## src/rtl/ctrl_pkg.sv

```systemverilog
// ctrl_pkg: shared types for the control-signal pipeline.
// Condition codes, per-stage control bundle, flag bit positions.
package ctrl_pkg;

  typedef enum logic [3:0] {
    EQ = 4'b0000,
    NE = 4'b0001,
    CS = 4'b0010,
    CC = 4'b0011,
    MI = 4'b0100,
    PL = 4'b0101,
    VS = 4'b0110,
    VC = 4'b0111,
    HI = 4'b1000,
    LS = 4'b1001,
    GE = 4'b1010,
    LT = 4'b1011,
    GT = 4'b1100,
    LE = 4'b1101,
    AL = 4'b1110,
    NV = 4'b1111
  } cond_e;

  typedef struct packed {
    logic       valid;
    logic       regwrite;
    logic       memwrite;
    logic       memtoreg;
    logic       pcsrc;
    logic       branch;
    logic [1:0] flagwrite;
    logic [3:0] cond;
  } ctrl_t;

  localparam int N = 3;
  localparam int Z = 2;
  localparam int C = 1;
  localparam int V = 0;

endpackage

```

## src/rtl/ctrl_pipe_cond_eval.sv

```systemverilog
// cond_eval: ARM condition-code check against NZCV.
// Purely combinational; 1111 is treated as always.
module cond_eval
  import ctrl_pkg::*;
(
  input  logic [3:0] cond,
  input  logic [3:0] flags,
  output logic       pass
);

  logic n, z, c, v;

  assign n = flags[N];
  assign z = flags[Z];
  assign c = flags[C];
  assign v = flags[V];

  // Decode the condition field into a pass/fail predicate
  always_comb begin
    pass = 1'b1;
    unique case (cond_e'(cond))
      EQ:      pass = z;
      NE:      pass = ~z;
      CS:      pass = c;
      CC:      pass = ~c;
      MI:      pass = n;
      PL:      pass = ~n;
      VS:      pass = v;
      VC:      pass = ~v;
      HI:      pass = c & ~z;
      LS:      pass = ~c | z;
      GE:      pass = (n == v);
      LT:      pass = (n != v);
      GT:      pass = ~z & (n == v);
      LE:      pass = z | (n != v);
      default: pass = 1'b1;
    endcase
  end

endmodule

```

## src/rtl/ctrl_pipe.sv

```systemverilog
// ctrl_pipe: carries decoded controls Decode..Writeback with
// stall/flush bubbles, NZCV tracking and condition squashing.
module ctrl_pipe
  import ctrl_pkg::*;
#(
  parameter int NSTAGES   = 4,
  parameter int PAYLOAD_W = 4
) (
  input  logic                             clk,
  input  logic                             reset,
  input  logic                             valid_d,
  input  logic                             regwrite_d,
  input  logic                             memwrite_d,
  input  logic                             memtoreg_d,
  input  logic                             branch_d,
  input  logic                             pcsrc_d,
  input  logic [1:0]                       flagwrite_d,
  input  logic [3:0]                       cond_d,
  input  logic [PAYLOAD_W-1:0]             payload_d,
  input  logic [3:0]                       alu_flags_e,
  input  logic [NSTAGES-2:0]               stall,
  input  logic [NSTAGES-2:0]               flush,
  output logic [NSTAGES-2:0]               valid_o,
  output logic [NSTAGES-2:0]               regwrite_o,
  output logic [NSTAGES-2:0]               memwrite_o,
  output logic [NSTAGES-2:0]               memtoreg_o,
  output logic [NSTAGES-2:0]               pcsrc_o,
  output logic [(NSTAGES-1)*PAYLOAD_W-1:0] payload_o,
  output logic                             condex_e,
  output logic                             branch_taken_e,
  output logic [3:0]                       flags_o
);

  localparam int S = NSTAGES - 1;

  logic [S-1:0]         hold;
  logic [S-1:0]         hold_prev;
  ctrl_t                dec;
  ctrl_t                st_q   [S];
  ctrl_t                st_d   [S];
  ctrl_t                src    [S];
  logic [PAYLOAD_W-1:0] pl_q   [S];
  logic [PAYLOAD_W-1:0] pl_d   [S];
  logic [PAYLOAD_W-1:0] pl_src [S];
  logic [3:0]           flags_q;
  logic [3:0]           flags_d;
  logic                 pass;
  logic                 flag_upd;
  logic                 unused_tail;

  assign dec = '{
    valid:     valid_d,
    regwrite:  regwrite_d,
    memwrite:  memwrite_d,
    memtoreg:  memtoreg_d,
    pcsrc:     pcsrc_d,
    branch:    branch_d,
    flagwrite: flagwrite_d,
    cond:      cond_d
  };

  for (genvar i = 0; i < S; i++) begin : g_hold
    assign hold[i] = |stall[S-1:i];
  end

  assign hold_prev = {hold[S-2:0], 1'b0};

  cond_eval u_cond (
    .cond  (st_q[0].cond),
    .flags (flags_q),
    .pass  (pass)
  );

  assign condex_e       = st_q[0].valid & pass;
  assign branch_taken_e = condex_e & st_q[0].branch;
  assign flags_o        = flags_q;

  // Per-register load source; Execute->Memory squashes failed writes
  always_comb begin
    src[0]    = dec;
    pl_src[0] = payload_d;
    for (int i = 1; i < S; i++) begin
      src[i]    = st_q[i-1];
      pl_src[i] = pl_q[i-1];
    end
    src[1].valid    = st_q[0].valid    & condex_e;
    src[1].regwrite = st_q[0].regwrite & condex_e;
    src[1].memwrite = st_q[0].memwrite & condex_e;
    src[1].pcsrc    = st_q[0].pcsrc    & condex_e;
  end

  // Flush beats hold; a held predecessor feeds a bubble forward
  always_comb begin
    for (int i = 0; i < S; i++) begin
      st_d[i] = src[i];
      pl_d[i] = pl_src[i];
      if (flush[i]) begin
        st_d[i] = '0;
        pl_d[i] = '0;
      end else if (hold[i]) begin
        st_d[i] = st_q[i];
        pl_d[i] = pl_q[i];
      end else if (hold_prev[i]) begin
        st_d[i] = '0;
        pl_d[i] = '0;
      end
    end
  end

  // Partial NZCV write only when the Execute instruction retires forward
  always_comb begin
    flag_upd = condex_e & ~hold[0];
    flags_d  = flags_q;
    if (flag_upd && st_q[0].flagwrite[1]) begin
      flags_d[N:Z] = alu_flags_e[N:Z];
    end
    if (flag_upd && st_q[0].flagwrite[0]) begin
      flags_d[C:V] = alu_flags_e[C:V];
    end
  end

  // Flag register
  always_ff @(posedge clk or negedge reset) begin
    if (!reset) flags_q <= '0;
    else        flags_q <= flags_d;
  end

  for (genvar i = 0; i < S; i++) begin : g_stage
    ctrl_t                q;
    logic [PAYLOAD_W-1:0] p;

    // Pipeline register i+1
    always_ff @(posedge clk or negedge reset) begin
      if (!reset) begin
        q <= '0;
        p <= '0;
      end else begin
        q <= st_d[i];
        p <= pl_d[i];
      end
    end

    assign st_q[i]       = q;
    assign pl_q[i]       = p;
    assign valid_o[i]    = q.valid;
    assign regwrite_o[i] = q.regwrite;
    assign memwrite_o[i] = q.memwrite;
    assign memtoreg_o[i] = q.memtoreg;
    assign pcsrc_o[i]    = q.pcsrc;
    assign payload_o[i*PAYLOAD_W +: PAYLOAD_W] = p;
  end

  assign unused_tail = ^{st_q[S-1].branch,
                         st_q[S-1].flagwrite,
                         st_q[S-1].cond};

endmodule

```

## config.mk

```make
export PLATFORM = sky130hd
export DESIGN_NAME = ctrl_pipe
export DESIGN_NICKNAME = d
export VERILOG_FILES = /design/src/rtl/ctrl_pkg.sv /design/src/rtl/ctrl_pipe_cond_eval.sv /design/src/rtl/ctrl_pipe.sv
export SDC_FILE = /design/constraint.sdc
export NUM_CORES = 1
export LEC_CHECK = 0
export ABC_CLOCK_PERIOD_IN_PS = 2800
export CAP_MARGIN = 10
export CORE_MARGIN = 5
export CORE_UTILIZATION = 44
export CTS_CLUSTER_SIZE = 10
export DETAILED_ROUTE_END_ITERATION = 7
export GPL_ROUTABILITY_DRIVEN = 0
export PLACE_DENSITY = 0.79
export SYNTH_ARGS = -nofsm -noshare
export SYNTH_HDL_FRONTEND = slang
export SYNTH_SLANG_ARGS = --single-unit
```

## constraint.sdc

```tcl
create_clock -name clk -period 2.8 [get_ports clk]
set_input_delay 0.56 -clock clk [delete_from_list [all_inputs] [get_ports clk]]
set_output_delay 0.56 -clock clk [all_outputs]
set_load 0.01 [all_outputs]
```

---- Word level (Yosys, flattened, before mapping) ----
Cells that the tools add are included.
word-level totals
  register bits ........................... 45
  bits of input ports ..................... 28
  output and inout bits ................... 33
  word-level logic and storage cells ...... 82
cells by class
  eq/ne operators ......................... 18
  multiplexer cells ....................... 17
  bitwise gates (word level) .............. 16
  reductions and logical operators ........ 5
operators with widths
  operator                                                                  count
  12-bit two-way mux                                                        8
  4-bit two-way mux                                                         8
  4-bit equality test (second input constant)                               6
  4-bit by 3-bit equality test with 1-bit output (second input constant)    4
  1-bit case mux with 14 select lines                                       1
  1-bit AND                                                                 9
  4-bit by 2-bit equality test with 1-bit output (second input constant)    2
  1-bit NOT                                                                 5
  4-bit by 1-bit equality test with 1-bit output (second input constant)    1
  4-bit zero test                                                           1
  2-bit inequality test (second input constant)                             2
  3-bit OR reduction                                                        1
  1-bit logical AND                                                         2
  2-bit by 1-bit inequality test with 1-bit output (second input constant)  1
  1-bit bitwise OR                                                          2
  2-bit OR reduction                                                        1
  1-bit equality test                                                       1
  1-bit inequality test                                                     1

---- Longest topological paths before layout ----
  depth after elaboration ................. 8
  gate-level depth with buffers ........... 6
  depth with buffers taken out ............ 5

---- Hierarchy ----
From an unflattened synthesis, not the netlist that was laid out.
unflattened totals
  cell total of the unflattened synthesis .. 137
  area, all modules ....................... 1716.6 µm²
by module, submodules not included
  module     times used  cells an instance  area each (µm²)
  ctrl_pipe  1           114                1551.5
  cond_eval  1           23                 165.2

---- Worst setup path before layout ----
Ideal clock, no wire load.
  path type ............................... flip-flop to output port
  start point ............................. register flags_q[3] (netlist: flags_o[3])
  end point ............................... output branch_taken_e
  data arrival time ....................... 1.725 ns
  data required time ...................... 2.240 ns
  setup slack ............................. 0.515 ns
  stages on the path, launching flop included .. 6
  path buffers ............................ 0
  cells stage by stage .................... dfrtp_1 xor2_1 or4_1 a311oi_2 nor2_1 and3b_1
between the ends
  longest elaborated chain between the ends .. 5
RTL lines
  item                                                          RTL line                                              source
  from (decl)                                                   ctrl_pipe.sv:45                                       logic [3:0] flags_q;
  from (signal assigned)                                        ctrl_pipe.sv:125                                      else flags_q <= flags_d;
  1-bit inequality test or 1-bit equality test (tied branches)  n/a
  1-bit bitwise OR or 1-bit AND (tied branches)                 ctrl_pipe_cond_eval.sv:35, ctrl_pipe_cond_eval.sv:34
  1-bit case mux with 14 select lines *                         ctrl_pipe_cond_eval.sv:21                             unique case (cond_e'(cond))
  1-bit AND *                                                   ctrl_pipe.sv:74                                       assign condex_e = st_q[0].valid & pass;
  1-bit AND *                                                   ctrl_pipe.sv:75                                       assign branch_taken_e = condex_e & st_q[0].branch;
  to (decl)                                                     ctrl_pipe.sv:30                                       output logic branch_taken_e,
Every way passes the cells marked *; elsewhere a longest branch is shown, timed or not.

---- Final worst setup path ----
  start point ............................. register flags_q[3] (netlist: flags_o[3])
  end point ............................... output condex_e
between the ends
  longest elaborated chain between the ends .. 4
RTL lines
  item                                                          RTL line                                              source
  1-bit inequality test or 1-bit equality test (tied branches)  n/a
  1-bit bitwise OR or 1-bit AND (tied branches)                 ctrl_pipe_cond_eval.sv:35, ctrl_pipe_cond_eval.sv:34
  1-bit case mux with 14 select lines *                         ctrl_pipe_cond_eval.sv:21
  1-bit AND *                                                   ctrl_pipe.sv:74
  to (decl)                                                     ctrl_pipe.sv:29                                       output logic condex_e,
Marked as above.

==> impl_metrics.tcl <==
set metrics [dict create \
    met1_usage_pct 25.2 \
    clockRootBuffer "clkbuf_8" \
    grt_util_met3_pct 4.57 \
    cts_max_path_buffers 2 \
    tightest_slew_ns 0.829 \
    post-route-min-period_ns 2.66 \
    post-route-period-util_pct 94.9 \
    fp-row-count 22 \
    crit_required_ns 2.24 \
    antenna_found_initial 0 \
    netlist_area_um2 1700 \
    maxSlewViolCount 0 \
    cts_tree "built" \
    path_class "reg2out" \
    vias 1466 \
    grt_max_degree 39 \
    rsz0062_at_grt "false" \
    report.power.total_mw 1.03 \
    wl_per_cell_um 15.3 \
    setup-tns-final_ns 0 \
    syn_nets 197 \
    insertion_delay_ns 0.29 \
    setup-violations-final 0 \
    layout.cells.non_filler 284 \
    ant_nets 0 \
    grt_overflow 0 \
    slew_headroom_pct 44.8 \
    peakVddDrop_uv 277 \
    top_usage_layer "met2" \
    place_inst 275 \
    drv_cap 0 \
    antennaDiodeCount 0 \
    track_usage_pct 18.0 \
    initial_utilization_pct 46.0 \
    drive_above_1_share_pct 13.6 \
    postSynthCellCount 169 \
    htree_levels 2 \
    drtPass1Iterations 4 \
    seq_area_frac_synth_pct 56.0 \
    status "complete, no violations" \
    grt_util_met2_pct 26.3 \
    port-buffer-count 60 \
    cp.arrival_ns 2.10 \
    area_growth_pct 44.9 \
    first_global_vias 1477 \
    grt_pass1_wl_um 7230 \
    core_area_um2 3690 \
    routed_wl_um 4340 \
    finalClockSkew_ns 0.00626 \
    cp-start-kind "flop" \
    powerDensity_nw_per_um2 417 \
    crit_fanout 3 \
    clk_pin_slew_ns 0.07 \
    ys.warnings.count 0 \
    cts_sinks 38 \
    yosysUniqueCellTypes 30 \
    dpl.hpwl_um 3200 \
    via_per_inst 5.16 \
    hp-class "in2async" \
    drtIter0Drc 78 \
    p_leak_nw 1.04 \
    hold_violations 0 \
    fmax_ghz 0.376 \
    drc 0 \
    synth-seq-cells 38 \
    numCtsBuffers 5 \
    die_h_um 72.1 \
    whs_ns 0.362 \
    crit_path_end_kind "output port" \
    dieWidth_um 72.1 \
    avgSynthCellArea_um2 10.0 \
    ios 61 \
    dieArea_um2 5200 \
    fin_nets 264 \
]
-- Yosys cell counts, drive strengths merged --
library cell   n  area [um^2]
o21ai          4         20.0
buf            9         53.8
a21oi         16         80.1
nor3b          1         7.51
a311oi         1         15.0
a22o           5         43.8
dfrtp         38          951
clkbuf         5         18.8
a32oi          1         8.76
mux2i          3         30.0
or3            1         6.26
o2111ai        2         17.5
nor2b          2         12.5
or4            1         7.51
a22oi         10         75.1
nand3          3         15.0
and3           1         6.26
mux2           4         45.0
inv            1         3.75
xor2           2         17.5
o211ai         2         15.0
nor2          14         52.6
nand2         39          149
and3b          1         8.76
nor3           2         15.0
xnor3          1         22.5
-- timing repair --
item                                    CTS  global route
buffers inserted                          0             2
resized for setup                         2             6
pin swaps                                 1             4
endpoints found under the setup margin    2             2
hold buffers                              0             0
-- critical path, stage by stage, from the launching register on --
cell	delay, ns
dfrtp_1	0.39
xor2_1	0.18
or4_1	0.43
a311oi_2	0.34
nor2_2	0.10
buf_4	0.14
nor2b_1	0.09
clkbuf_2	0.14
-- layer usage --
metal,part of all wire [%],vias to the layer above
li1,-,720
met1,45,700
met2,48,38
met3,5.4,8
met4,2.4,0
met5,0,-
-- through the flow --
| stage | worst slack, ns | cell area [um^2] | utilization (%) |
|---|---|---|---|
| floorplan | 0.515 | 1700 | - |
| global placement | 0.124 | 2370 | 64.3 |
| detailed placement | 0.143 | 2370 | 64.3 |
| CTS | 0.0186 | 2450 | 66.4 |
| global route | 0.0656 | 2460 | 66.7 |
| finish | 0.141 | 2460 | 66.7 |
-- area by class of cell --
| class | count | area [um^2] |
|---|---|---|
| timing repair buffer | 74 | 691 |
| sequential | 38 | 952 |
| tap | 48 | 60.1 |
| fill | 309 | 1230 |
| clock inverter | 1 | 7.51 |
| inverter | 1 | 3.75 |
| clock buffer | 6 | 72.6 |
| multi-input combinational | 116 | 673 |
-- cell families after synthesis --
| group | synth area share, % |
|---|---|
| flip-flops | 56.0 |
| XOR/XNOR | 2.36 |
| AND/OR/NAND/NOR | 16.5 |
| buffers and inverters | 4.50 |
| multiplexers | 4.42 |
| AO/OA/AOI/OAI | 16.2 |
-- sequential cells by signal (all words and copies together), names as in the netlist --
signal	flops
memtoreg_o	3
valid_o	3
g_stage.q	7
regwrite_o	3
memwrite_o	3
pcsrc_o	3
flags_o	4
g_stage.p	12
-- layout by cell type (no fill, tap or decap), types with 2 or more instances in the layout --
cell type	Yosys	layout
clkbuf_8	0	5
mux2_2	4	4
o21ai_0	4	4
xor2_1	2	2
buf_4	5	14
clkbuf_2	0	2
a22oi_1	10	10
dfrtp_1	38	37
a22o_1	5	5
mux2i_1	3	3
nand2_1	38	38
nor2_1	14	13
o211ai_1	2	2
clkdlybuf4s50_1	0	57
o2111ai_1	2	2
a21oi_1	16	16
nor2b_1	2	2
nand3_1	3	3
-- final timing paths --
check | startpoint | to | slack [ns] | cells after the start
worst max-delay path | flags_o[3] | condex_e | 0.14 | 7
worst min-delay path | reset | g_stage[0].q[5] | 0.36 | 1
worst max register to register | flags_o[3] | flags_o[2] | 0.58 | 7
worst min register to register | g_stage[0].p[0] | g_stage[1].p[0] | 0.52 | 1
max in group asynchronous | reset | g_stage[0].q[0] | 1.87 | 1
min in group clk | g_stage[0].p[0] | g_stage[1].p[0] | 0.52 | 1
-- power breakdown --
group	switching, mW	internal [mW]	total, mW	leakage, nW
sequential	0.00734	0.557	0.564	0.526
combinational	0.0514	0.0564	0.108	0.480
clock	0.183	0.171	0.354	0.0373
total	0.242	0.783	1.03	1.04
No activity file was read; power rests on OpenSTA's default activity.
